[src/rtl/countdown_timer.sv]
// countdown_timer: loadable down-counter with a start/done handshake.
// Load N on start, decrement once per unpaused cycle while running, then
// present a single-cycle done. Used by the multiply/divide sequencers to
// bound their iteration count.
module countdown_timer #(
    parameter int WIDTH = 6
) (
    input  logic             clk,
    input  logic             reset,
    input  logic             start,
    input  logic [WIDTH-1:0] load_val,
    input  logic             pause,
    input  logic             abort,
    output logic [WIDTH-1:0] count,
    output logic             busy,
    output logic             done
);

    typedef enum logic [1:0] {
        IDLE = 2'd0,
        RUN  = 2'd1,
        DONE = 2'd2
    } state_t;

    state_t           state_reg;
    state_t           state_next;
    logic [WIDTH-1:0] count_reg;
    logic [WIDTH-1:0] count_next;

    // State and count registers; reset clears both without waiting for a clock.
    always_ff @(posedge clk or posedge reset) begin
        if (reset) begin
            state_reg <= IDLE;
            count_reg <= '0;
        end else begin
            state_reg <= state_next;
            count_reg <= count_next;
        end
    end

    // Next-state and next-count decode; priority is abort, start, pause, decrement.
    always_comb begin
        state_next = state_reg;
        count_next = count_reg;
        if (abort) begin
            // Cancel silently: no done pulse on the way back to IDLE.
            state_next = IDLE;
            count_next = '0;
        end else begin
            case (state_reg)
                IDLE, DONE: begin
                    if (start) begin
                        // A zero load skips RUN and expires immediately.
                        count_next = load_val;
                        state_next = (load_val != '0) ? RUN : DONE;
                    end else if (state_reg == DONE) begin
                        // DONE is a one-cycle pulse; count is already 0 here.
                        state_next = IDLE;
                        count_next = '0;
                    end
                end
                RUN: begin
                    if (!pause) begin
                        // Compare against <= 1 so a corrupted 0 can never wrap.
                        if (count_reg <= WIDTH'(1)) begin
                            state_next = DONE;
                            count_next = '0;
                        end else begin
                            count_next = count_reg - WIDTH'(1);
                        end
                    end
                end
                default: begin
                    state_next = IDLE;
                    count_next = '0;
                end
            endcase
        end
    end

    // Outputs come straight from registered state.
    assign count = count_reg;
    assign busy  = (state_reg == RUN);
    assign done  = (state_reg == DONE);

endmodule

[config.mk]
export PLATFORM = sky130hd
export DESIGN_NAME = countdown_timer
export DESIGN_NICKNAME = d
export VERILOG_FILES = /design/src/rtl/countdown_timer.sv
export SDC_FILE = /design/constraint.sdc
export NUM_CORES = 1
export LEC_CHECK = 0
export CORE_AREA = 2 2 39 41
export DETAILED_ROUTE_END_ITERATION = 6
export DIE_AREA = 0 0 41 43
export PLACE_DENSITY_LB_ADDON = 0.15
export SETUP_SLACK_MARGIN = 0.5
export SLEW_MARGIN = 20
export SYNTH_ARGS = -nofsm -noshare
export SYNTH_HDL_FRONTEND = slang
export SYNTH_SLANG_ARGS = --single-unit
[constraint.sdc]
create_clock -name clk -period 3.3 [get_ports clk]
set_input_delay 0.825 -clock clk [delete_from_list [all_inputs] [get_ports clk]]
set_output_delay 0.825 -clock clk [all_outputs]
set_load 0.01 [all_outputs]
# Yosys cells after proc, flatten, opt, wreduce, memory -nomap -nowiden
# Index checks and enable logic that the tools add are counted.
[op_classes]
div_mod_pow = 0
n_eq_ne = 5
bitwise_logic = 0
n_shift = 0
mul = 0
n_mux = 13
magnitude_cmp = 1
addsub = 1
n_reduce_logical = 5
[ops]
columns = ["operator", "count"]
rows = [
  ["two-way mux 6 bit", 5],
  ["two-way mux 2 bit", 6],
  ["one-hot mux 6 bit (2 select lines)", 1],
  ["less-or-equal comparator 6 x 1 -> 1 bit, second input constant", 1],
  ["nonzero test 6 bit", 1],
  ["subtractor 6 x 1 -> 6 bit, second input constant", 1],
  ["!= test 4 bit, second input constant", 1],
  ["one-hot mux 2 bit (2 select lines)", 1],
  ["!= test 3 x 2 -> 1 bit, second input constant", 1],
  ["!= test 3 bit, second input constant", 1],
  ["AND reduction 3 bit", 1],
  ["== test 2 x 1 -> 1 bit, second input constant", 1],
  ["== test 2 bit, second input constant", 1],
  ["logical NOT 2 bit", 1],
  ["AND reduction 2 bit", 1],
  ["OR reduction 2 bit", 1],
]
[totals]
romBits = 0
latchBits = 0
n_memories = 0
mem_bits_rw = 0
regBits = 8
output_inout_bits = 8

# Logic depth before layout (Yosys ltp)
[depth]
word_depth = 5
depth_mapped = 6

# Least setup slack after synthesis
# OpenSTA, ideal clock, no wires.
[synth_path]
path_kind = "input to register"
startpoint = "in start"
endpoint = "reg count_reg[2] (netlist: count[2])"
stages = 4
n_path_buf = 0
t_arrival_ns = 1.803
path_slack_ns = 1.423
path_cell_list = "nor2b_2 nor3_1 or4b_4 o21ai_2"
[synth_via]
elab_chain_cells = 3
word_cells_on_any_way = 5
[synth_lines]
columns = ["element", "line", "rtl"]
rows = [
  ["from (decl)", "10", "input logic start,"],
  ["two-way mux 6 bit", "52", "if (start) begin"],
  ["one-hot mux 6 bit (2 select lines)", "50", "case (state_reg)"],
  ["two-way mux 6 bit", "45", "if (abort) begin"],
  ["to (signal assigned)", "37", "count_reg <= count_next;"],
  ["to (decl)", "27", "logic [WIDTH-1:0] count_reg;"],
]
# Several ways; a longest one is shown, not always the timed one.
# A chain may end at the register's enable or synchronous reset.

# Final worst setup path
[layout_path]
startpoint = "reg state_reg[1]"
endpoint = "out busy"
[layout_via]
elab_chain_cells = 1
[layout_lines]
columns = ["element", "line", "rtl"]
rows = [
  ["from (decl)", "25", "state_t state_reg;"],
  ["from (signal assigned)", "36", "state_reg <= state_next;"],
  ["== test 2 x 1 -> 1 bit", "83", "assign busy = (state_reg == RUN);"],
  ["to (decl)", "15", "output logic busy,"],
]
# No other way between the ends.

==> reports/metrics.cfg <==
[clock_network]
htree_levels=1
clk-insertion-delay-late_ps=250
post_cts_resized=0
cts_hold_buffers=0
tritoncts_num_sinks=8
clk_path_buf_depth=2
clk_pin_slew_ps=60
cts_tree=yes
clk_root_buffer_cell=clkbuf_4
cts-buffers-inserted=3
postCtsSetupBuffers=0

[setup_path]
timing.critical_path.from=state_reg[1]$_DFFE_PP0P_
critPathSlowestCell=clkdlybuf4s50_1
slowest_delay_ps=550
worst-endpoint-arrival_ps=1480
timing.critical_path.to_type=primary output
critical_path_class=register to primary output
reg2reg_from=count[0]$_DFFE_PP0P_
family_with_the_most_delay_on_the_worst_path=buffers and inverters
top_fanout_value_on_the_critical_path=4
cp_num_buf_inv=1
crit_chain=and2b_1, clkdlybuf4s50_1
cp_data_required_time_ps=2470
setup.worst_path.start_class=register

[grt]
grt_pass1_wl_um=2020
grt_max_degree=9
antenna_violations_before_repair=0
track_usage_pct=17.1
global_route.overflow_total=0
first_global_vias=444

[synth]
synthCells=54
synth_simple_gate_area_share_pct=26.6
main_combinational_cell_family_by_area_after_synthesis=simple AND/OR/NAND/NOR gates
synth_compound_gate_area_share_pct=22.1
synth_area_per_cell_um2=9.94
syn_nets=67
netlist-cell-type-count=23
synth-adder-area-share_pct=4.66
postSynthRegisterBits=8
postSynth.topFlopCell=dfrtp_1
synth-edff-count=0
synth.cell_area_um2=537
proportion_of_synthesized_area_in_mux_cells_pct=0
synth-warning-count=0
synth_sequential_area_ratio_pct=37.3
asyncSetResetFlopFracSynth_pct=100
synthXorXnorAreaFrac_pct=6.53

[floorplanning]
row_count=14
floorplan.die.width_um=41
floorplan.die_area_um2=1760
ioPinCount=19
fp.dieH_um=43
initial_cell_density_of_the_core_pct=38.8
core_area_um2=1380

[final_layout]
most_common_library_cell_in_the_layout_ignoring_fill_and_taps=clkdlybuf4s50_1
nFillCells=138
most-common-layout-cells=clkdlybuf4s50_1 (18), dfrtp_1 (8), o21ai_2 (6)
regArea_um2=200
area_taken_by_multi_input_logic_gates_um2=322
area_growth_syn_to_layout_pct=41.5
drive_above_1_share_pct=18.7
finalInstanceArea_um2=759
design.final.nets=90
number_of_flip_flops_in_the_largest_register=6
insertedDiodeCount=0

[routing]
via_count=485
dr.pass1.iters=3
viasPerCell=5.33
routed_len_inst_um=14.1
route.final.wire_length_um=1280
postRouteAntennaNets=0
detailedRoute.firstIterationViolations=8
drc_errors=0

[sta]
rsz0062_at_grt=false
slew_viols_final=0
relSlewSlack_pct=59.6
final.min_clock_period_ps=2300
finalHoldViolations=0
tightest_slew_ps=601
timing.clock.skew_ps=1.86
post-route-period-util_pct=69.7
max_freq_mhz=435
setup_tns_final_ps=0
setup_viol_count_final=0

[placement]
placed_instance_area_um2=737
numPortBuffers=18
dp_hpwl_um=959
gpl.final_weighted_congestion=0.734

[power]
power_density_nw_per_um2=419
vdd.ir_drop.worst_uv=181
power_leakage_nw=0.312

[status]
run_status=finished clean

[job]
maxCapViolations=0

[hold_path]
hold_start=count[0]$_DFFE_PP0P_
min_path_type=register to register

## routing by layer
metal  part of all wire [%]  wire length, um  track usage [%]
met5                      0                0                0
met2                     46              591             22.8
met1                     48              610             24.5
met4                   0.78               10             10.0
met3                    5.2               67             3.66
## where the power goes
group          total (W)  switching, W  internal (W)
Sequential      0.000124     0.0000158      0.000108
Clock          0.0000778     0.0000360     0.0000418
Combinational   0.000117     0.0000539     0.0000630
Total           0.000318      0.000106      0.000213
## synthesized netlist by cell type, drive strengths merged (2+ instances only)
cell | n | area share (%)
a21oi | 2 | 1.9
a22oi | 4 | 5.6
a32oi | 2 | 3.3
and2b | 2 | 2.8
dfrtp | 8 | 37
ha | 2 | 4.7
inv | 4 | 2.8
nand2 | 3 | 2.1
nor2 | 3 | 2.1
nor2b | 2 | 2.8
nor3 | 5 | 5.6
nor4 | 2 | 3.5
o21ai | 6 | 9.8
xnor2 | 3 | 4.9
## cell families (layout without fill, tap and decap cells)
kind of cell | after synthesis | count (layout)
AOI/OAI and AO/OA | 15 | 15
xor gates and xnor gates | 4 | 4
adders and majority gates | 2 | 2
buffers and inverters | 4 | 25
DFF | 8 | 8
and+or+nand+nor | 21 | 21
## stage by stage
stage | total power (W) | setup slack, ps | util [%] | cells | hold WS [ps]
after floorplan | 0.000196 | 1420 | - | 54 | 588
after global placement | 0.000243 | 857 | 53.3 | 88 | 590
after detailed placement | 0.000243 | 847 | 53.3 | 88 | 593
after CTS | 0.000324 | 989 | 54.9 | 91 | 607
after global routing | 0.000341 | 919 | 54.9 | 91 | 644
final | 0.000318 | 999 | 54.9 | 91 | 606
## cell type report
type | instances | share of cell area, %
multi-input combinational | 42 | 42.3
sequential | 8 | 26.4
timing repair buffer | 18 | 23.7
clock buffer | 3 | 2.97
tap | 16 | 2.64
inverter | 4 | 1.98
## path summary, 6_finish.rpt
kind / to / slack (ps) / cells after the start
max: busy / 1000 / 2
max reg2reg: count[2]$_DFFE_PP0P_ / 1390 / 6
min in group asynchronous: count[4]$_DFFE_PP0P_ / 830 / 2
min reg2reg: count[0]$_DFFE_PP0P_ / 610 / 1
min: count[0]$_DFFE_PP0P_ / 610 / 1
max in group asynchronous: count[1]$_DFFE_PP0P_ / 2220 / 2
Power figures use the tool's default switching activity.
